`src/rtl/sfx_clip_player.sv`:
```
// rtl/sfx_clip_player.sv - sound-effect clip player fetching PCM samples from a ROM
//
// Plays the jump / death / win clip selected by audio_select. A clip starts
// whenever audio_select moves to a different non-zero code. Each sample_req
// pulse fetches one 16-bit sample (3-cycle latency); silence (0) is returned
// when no clip is active.
//
// Ports:
//   clk           system clock
//   reset         asynchronous active-low reset
//   audio_select  clip code: 00 none, 01/10/11 clip 1/2/3
//   sample_req    one-cycle pulse requesting the next sample
//   rom_addr      registered ROM read address
//   rom_rd        one-cycle ROM read strobe
//   rom_data      ROM data, valid one cycle after rom_rd
//   sample        current output sample, held between updates
//   sample_valid  one-cycle pulse when sample updates
//   playing       high while a clip is active
//   clip_id       code of the active clip, 00 when idle
//   clip_done     one-cycle pulse with the last sample of a clip
module sfx_clip_player #(
    parameter int ADDR_W     = 16,
    parameter int CLIP1_BASE = 0,
    parameter int CLIP1_LEN  = 4000,
    parameter int CLIP2_BASE = 4000,
    parameter int CLIP2_LEN  = 12000,
    parameter int CLIP3_BASE = 16000,
    parameter int CLIP3_LEN  = 16000
) (
    input  logic              clk,
    input  logic              reset,
    input  logic [1:0]        audio_select,
    input  logic              sample_req,
    output logic [ADDR_W-1:0] rom_addr,
    output logic              rom_rd,
    input  logic [15:0]       rom_data,
    output logic [15:0]       sample,
    output logic              sample_valid,
    output logic              playing,
    output logic [1:0]        clip_id,
    output logic              clip_done
);

    typedef enum logic [1:0] {IDLE, READY, FETCH, LATCH} state_t;

    localparam logic [ADDR_W-1:0] C1_BASE = ADDR_W'(CLIP1_BASE);
    localparam logic [ADDR_W-1:0] C1_LEN  = ADDR_W'(CLIP1_LEN);
    localparam logic [ADDR_W-1:0] C2_BASE = ADDR_W'(CLIP2_BASE);
    localparam logic [ADDR_W-1:0] C2_LEN  = ADDR_W'(CLIP2_LEN);
    localparam logic [ADDR_W-1:0] C3_BASE = ADDR_W'(CLIP3_BASE);
    localparam logic [ADDR_W-1:0] C3_LEN  = ADDR_W'(CLIP3_LEN);
    localparam logic [ADDR_W-1:0] ONE     = ADDR_W'(1);

    state_t            state;
    state_t            state_next;
    logic [1:0]        sel_prev;
    logic [ADDR_W-1:0] ptr;
    logic [ADDR_W-1:0] rem;
    logic              issued;     // the fetch in flight actually read the ROM
    logic              trig_seen;  // a new clip started while that fetch was in flight

    logic [ADDR_W-1:0] code_base;
    logic [ADDR_W-1:0] code_len;
    logic              start;
    logic              accept;
    logic              issue;
    logic              last;
    logic [ADDR_W-1:0] eff_ptr;
    logic [ADDR_W-1:0] eff_rem;
    logic              eff_play;

    always_comb begin
        code_base = '0;
        code_len  = '0;
        case (audio_select)
            2'b01:   begin code_base = C1_BASE; code_len = C1_LEN; end
            2'b10:   begin code_base = C2_BASE; code_len = C2_LEN; end
            2'b11:   begin code_base = C3_BASE; code_len = C3_LEN; end
            default: begin code_base = '0;      code_len = '0;     end
        endcase
    end

    // A zero-length clip is treated as if the code change never happened.
    assign start = (audio_select != 2'b00) && (audio_select != sel_prev) && (code_len != '0);

    // A trigger coinciding with a request must fetch from the new clip, so the
    // read decision looks through to the values being loaded this cycle.
    assign eff_ptr  = start ? code_base : ptr;
    assign eff_rem  = start ? code_len  : rem;
    assign eff_play = start || playing;

    assign accept = ((state == IDLE) || (state == READY)) && sample_req;
    assign issue  = accept && eff_play && (eff_rem != '0);

    // A retrigger at any point after the read was issued (including the latch
    // cycle itself) means the clip has a successor and must not report done.
    assign last = issued && (rem == '0) && !trig_seen && !start;

    always_ff @(posedge clk or negedge reset) begin
        if (!reset) begin
            state <= IDLE;
        end else begin
            state <= state_next;
        end
    end

    always_comb begin
        state_next = state;
        case (state)
            IDLE, READY: if (sample_req) state_next = FETCH;
            FETCH:       state_next = LATCH;
            LATCH:       state_next = last ? IDLE : READY;
            default:     state_next = IDLE;
        endcase
    end

    always_ff @(posedge clk or negedge reset) begin
        if (!reset) begin
            sel_prev     <= 2'b00;
            ptr          <= '0;
            rem          <= '0;
            issued       <= 1'b0;
            trig_seen    <= 1'b0;
            rom_addr     <= '0;
            rom_rd       <= 1'b0;
            sample       <= '0;
            sample_valid <= 1'b0;
            playing      <= 1'b0;
            clip_id      <= 2'b00;
            clip_done    <= 1'b0;
        end else begin
            sel_prev     <= audio_select;
            rom_rd       <= 1'b0;
            sample_valid <= 1'b0;
            clip_done    <= 1'b0;

            if (start) begin
                ptr     <= code_base;
                rem     <= code_len;
                clip_id <= audio_select;
                playing <= 1'b1;
                if ((state == FETCH) || (state == LATCH)) begin
                    trig_seen <= 1'b1;
                end
            end

            if (accept) begin
                issued    <= issue;
                trig_seen <= 1'b0;
            end

            // Later assignments override the trigger load above on purpose.
            if (issue) begin
                rom_addr <= eff_ptr;
                rom_rd   <= 1'b1;
                ptr      <= eff_ptr + ONE;
                rem      <= eff_rem - ONE;
            end

            if (state == LATCH) begin
                sample       <= issued ? rom_data : 16'h0000;
                sample_valid <= 1'b1;
                if (last) begin
                    clip_done <= 1'b1;
                    playing   <= 1'b0;
                    clip_id   <= 2'b00;
                end
            end
        end
    end

endmodule

```
`config.mk`:
```
export PLATFORM = sky130hd
export DESIGN_NAME = sfx_clip_player
export DESIGN_NICKNAME = d
export VERILOG_FILES = /design/src/rtl/sfx_clip_player.sv
export SDC_FILE = /design/constraint.sdc
export NUM_CORES = 1
export LEC_CHECK = 0
export CAP_MARGIN = 30
export CORE_MARGIN = 1.5
export CORE_UTILIZATION = 53
export DETAILED_ROUTE_END_ITERATION = 12
export GPL_TIMING_DRIVEN = 1
export MAX_ROUTING_LAYER = met4
export PLACE_DENSITY = 0.8
export RECOVER_POWER = 25
export REMOVE_ABC_BUFFERS = 1
export SLEW_MARGIN = 30
export SYNTH_ARGS = -nofsm -noshare
export SYNTH_HDL_FRONTEND = slang
export SYNTH_SLANG_ARGS = --single-unit
```
`constraint.sdc`:
```
create_clock -name clk -period 3.1 [get_ports clk]
set_input_delay 0.62 -clock clk [delete_from_list [all_inputs] [get_ports clk]]
set_output_delay 0.62 -clock clk [all_outputs]
set_load 0.01 [all_outputs]
```
# [After elaboration in Yosys (flattened, before gate mapping)]
# Cells that the tools add are included.
[word_totals] input_bits=21 output_inout_bits=38 regBits=76 wordCells=68
[classes] n_eq_ne=8 n_mux=23 addsub=2 reduce_logical=22
[op_table] operator="two-way mux 16 bit" count=5
[op_table] operator="one-hot mux 14 bit (3 select lines)" count=1
[op_table] operator="nonzero test 16 bit" count=2
[op_table] operator="one-hot mux 14 bit (2 select lines)" count=1
[op_table] operator="adder 16 x 1 -> 16 bit (second input constant)" count=1
[op_table] operator="zero test 16 bit" count=1
[op_table] operator="subtractor 16 x 1 -> 16 bit (second input constant)" count=1
[op_table] operator="two-way mux 1 bit" count=11
[op_table] operator="equality test 2 bit (second input constant)" count=4
[op_table] operator="logical AND 1 bit" count=8
[op_table] operator="two-way mux 2 bit" count=4
[op_table] operator="one-hot mux 2 bit (3 select lines)" count=1
[op_table] operator="nonzero test 2 bit" count=3
[op_table] operator="equality test 2 x 1 -> 1 bit (second input constant)" count=2
[op_table] operator="logical OR 1 bit" count=3
[op_table] operator="zero test 1 bit" count=2
[op_table] operator="zero test 2 bit" count=1
[op_table] operator="inequality test 2 bit" count=1
[op_table] operator="inequality test 2 bit (second input constant)" count=1
[op_table] operator="AND reduction 2 bit" count=1
[op_table] operator="OR reduction 2 bit" count=1

# [Longest topological paths before layout]
[depth] ltp_word=8 mapped_depth=14 ltp_nobuf=11

# [Worst setup path after synthesis]
# Ideal clock, no wire load.
[synth_timing] kind="input port to flip-flop" start="input port audio_select[0]" end="register ptr[11]" arrival_ps=2765 setup_time_ps=159 cell_stages=13 required_ps=2941 path_buffers=3 path_slack_ps=176 path_cell_list="inv_1 ha_1 a21o_1 buf_6 clkbuf_1 nand2_1 ha_1 and3_1 and4_4 buf_6 nor4_2 xnor2_1 a21oi_1"
[synth_between] elab_chain_cells=8 word_cells_on_any_way=18 classes_between="1 x add/sub; 4 x eq/ne; 5 x mux; 8 x reduce/logical"
[synth_rtl] item="start: declaration" line="32" source="input logic [1:0] audio_select,"
[synth_rtl] item="branches (longest 7 deep; another with adder 16 x 1 -> 16 bit)"
[synth_rtl] item="two-way mux 16 bit *" line="153" source="if (issue) begin"
[synth_rtl] item="end signal: assignment" line="138" source="ptr <= code_base;"
[synth_rtl] item="end signal: assignment" line="156" source="ptr <= eff_ptr + ONE;"
[synth_rtl] item="end: declaration" line="57" source="logic [ADDR_W-1:0] ptr;"
# Every way passes the cells marked *.
# A chain may end at the register's enable or synchronous reset.

# [Worst setup path in the final report]
[layout_timing] start="input port audio_select[1]" end="register ptr[15]"
# The elaborated chain is that of the path after synthesis.

==> impl_metrics.env <==
export IMPL_status="complete, but fails checks"
export IMPL_failed_checks="DRC, capacitance limit, slew limit"
export IMPL_end_kind="flop"
export IMPL_vias_per_cell=5.46
export IMPL_cp_start_kind="input port"
export IMPL_grt_setup_unrepaired="false"
export IMPL_hold_violations=0
export IMPL_pwr_density_cell_nw_per_um2=784
export IMPL_antenna_cells=0
export IMPL_yosysSeqAreaShare=0.530
export IMPL_ant_nets=0
export IMPL_path_max_fanout=24
export IMPL_fin_area_um2=4550
export IMPL_tns_ns=0
export IMPL_syn_area_um2=3590
export IMPL_synth_distinct_cells=42
export IMPL_grt_pass1_vias=2826
export IMPL_grt_max_degree=77
export IMPL_cts_setup_buffers=0
export IMPL_post_route_period_util=0.930
export IMPL_yosysWarnings=0
export IMPL_wl_per_cell_um=14.7
export IMPL_grt_antenna_before_repair=0
export IMPL_cts_root_buffer="clkbuf_8"
export IMPL_p_leak_nw=1.92
export IMPL_maxCapViolCount=1
export IMPL_layout_nets=472
export IMPL_initial_utilization=0.556
export IMPL_track_usage=0.243
export IMPL_cts_tree="built"
export IMPL_area_growth_pct=26.8
export IMPL_drt_wl_total_um=7730
export IMPL_utilization=0.705
export IMPL_peakVddDrop_mv=0.520
export IMPL_io_buffers=58
export IMPL_critical_path_class="in2reg"
export IMPL_cts_buffers=9
export IMPL_clkTransAtPathRegs_ns=0.08
export IMPL_finalSetupViolations=0
export IMPL_hold_buffers=0
export IMPL_place_congestion=0.899
export IMPL_ctsHtreeMaxLevel=3
export IMPL_place_area_um2=4320
export IMPL_avgSynthCellArea_um2=9.60
export IMPL_fin_crit_ns=2.88
export IMPL_hp_class="reg2reg"
export IMPL_drt_iter0_drc=174
export IMPL_worstPathArrival_ns=3.15
export IMPL_cts_path_max_buffers=2
export IMPL_worstMarginPinSlew_ns=1.84
export IMPL_dpl_hpwl_um=5290
export IMPL_clock_latency_ns=0.35
export IMPL_ctsResizeCount=0
export IMPL_netlist_instances=374
export IMPL_num_rows=29
export IMPL_worst_hold_slack_ns=0.479
export IMPL_die_x_um=85.3
export IMPL_max_slew_margin=-0.225
export IMPL_grt_pass1_wl_um=13400
export IMPL_coreArea_um2=6460
export IMPL_p_total_w=0.00357
export IMPL_num_fill_cells=491
export IMPL_ys_ff_latch=76
export IMPL_fmax_ghz=0.347
export IMPL_grt_overflow_total=0
export IMPL_vias=2870
export IMPL_layout_drive_gt1_share=0.111
export IMPL_io_pins=59
export IMPL_first_pass_iters=8
export IMPL_die_h_um=85.3
export IMPL_drc=2
export IMPL_cts_sinks=76
export IMPL_drv_slew=77
export IMPL_dieArea_um2=7280
export IMPL_required_ns=3.37
export IMPL_fin_skew_ns=0.00742
## synthesized netlist by cell type (all sizes together)
cell type  count  area [um2]
buf            8        57.6
a31oi          2        12.5
xor2           9        78.8
mux2           1        11.3
ha             7        87.6
or3            4        25.0
nor2          24        97.6
and4           2        20.0
nand2b         2        12.5
nor4          10        87.6
or4            2        18.8
nor3          13        65.1
dfrtp         76        1900
nand2         89         337
nor2b          1        6.26
inv            7        26.3
a21oi         19        98.9
nor4b          1        15.0
mux2i          3        30.0
nand4b         2        17.5
a21o           1        7.51
nand3          4        20.0
and2           3        18.8
and3           4        25.0
o31ai          4        30.0
xnor2         21         184
o311ai         1        8.76
clkbuf        10        37.5
nand4         10        77.6
o21ai         34         174
## final cells by class
type,instances,area [um2],share of cell area
multi-input cells,273,1570,0.345
inverters,7,26.3,0.00577
repair buffers,77,718,0.158
well taps,77,96.3,0.0212
clock buffers,9,124,0.0272
clock inverters,7,114,0.0250
flip-flops and latches,76,1900,0.418
## critical path, stage by stage
cell and delay (ns):
clkdlybuf4s50_1 0.56, inv_1 0.10, ha_1 0.21, a21o_1 0.20
buf_4 0.23, o21ai_2 0.31, nand2_2 0.13, nor4_1 0.52
mux2i_1 0.26
## flip-flops by register name (all words and copies together) (netlist names)
register      count
ptr              16
clip_done         1
trig_seen         1
rem              16
rom_addr         16
clip_id           2
sample           16
playing           1
issued            1
sample_valid      1
rom_rd            1
state             2
sel_prev          2
## per-stage QoR
step	setup WS, ns	instances
final	0.217	526
after global routing	0.121	526
after CTS	0.301	526
after detailed placement	-0.0319	510
after global placement	-0.0158	510
after floorplan	-0.324	356
## per-layer routing
layer	up-vias	global-route usage	wire length, um
met5	-	-	0
met3	12	0.0506	257
li1	1406	-	-
met1	1395	0.311	3610
met4	0	0.0850	120
met2	57	0.386	3750
## placed cells by master, fill, tap and decap left out, drive strengths merged, types with 3 or more instances in the layout
cell type	synthesis	final
dfrtp	76	76
mux2i	3	3
or3	4	4
nor4	10	10
clkinv	0	3
and3	4	4
o21ai	34	34
inv	7	8
xnor2	21	21
nand3	4	4
bufinv	0	3
clkbuf	10	10
nor2	24	24
nand4	10	10
nor3	13	13
and2	3	3
o31ai	4	4
nand2	89	89
a21oi	19	19
xor2	9	9
buf	8	19
ha	7	7
clkdlybuf4s50	0	57
## kinds of logic (layout without fill, tap and decap cells)
kind of cell	after synthesis	after routing	synth area share
muxes	4	4	0.0115
DFF	76	76	0.530
buffers and inverters	25	100	0.0338
AOI/OAI and AO/OA	61	61	0.0924
xor gates and xnor gates	30	30	0.0732
adders and majority gates	7	7	0.0244
and+or+nand+nor	171	171	0.235
## report_power, final
part	internal [W]	leakage, nW	switching (W)	total, W
Sequential	0.00127	0.943	0.000215	0.00148
Clock	0.000533	0.123	0.000369	0.000902
Combinational	0.000568	0.855	0.000614	0.00118
## final timing paths
kind	from	to	slack [ns]	cells past startpoint
worst max-delay path	audio_select[1]	ptr[15]$_DFF_PN0_	0.22	9
worst min-delay path	rom_addr[10]$_DFFE_PN0P_	rom_addr[10]$_DFFE_PN0P_	0.48	2
worst max register to register	sel_prev[1]$_DFF_PN0_	ptr[15]$_DFF_PN0_	0.68	9
worst min register to register	rom_addr[10]$_DFFE_PN0P_	rom_addr[10]$_DFFE_PN0P_	0.48	2
max in group asynchronous	reset	sel_prev[0]$_DFF_PN0_	1.25	1
min in group asynchronous	reset	sample[6]$_DFFE_PN0P_	0.77	1
Note: power is estimated with default switching activity, not from simulation.
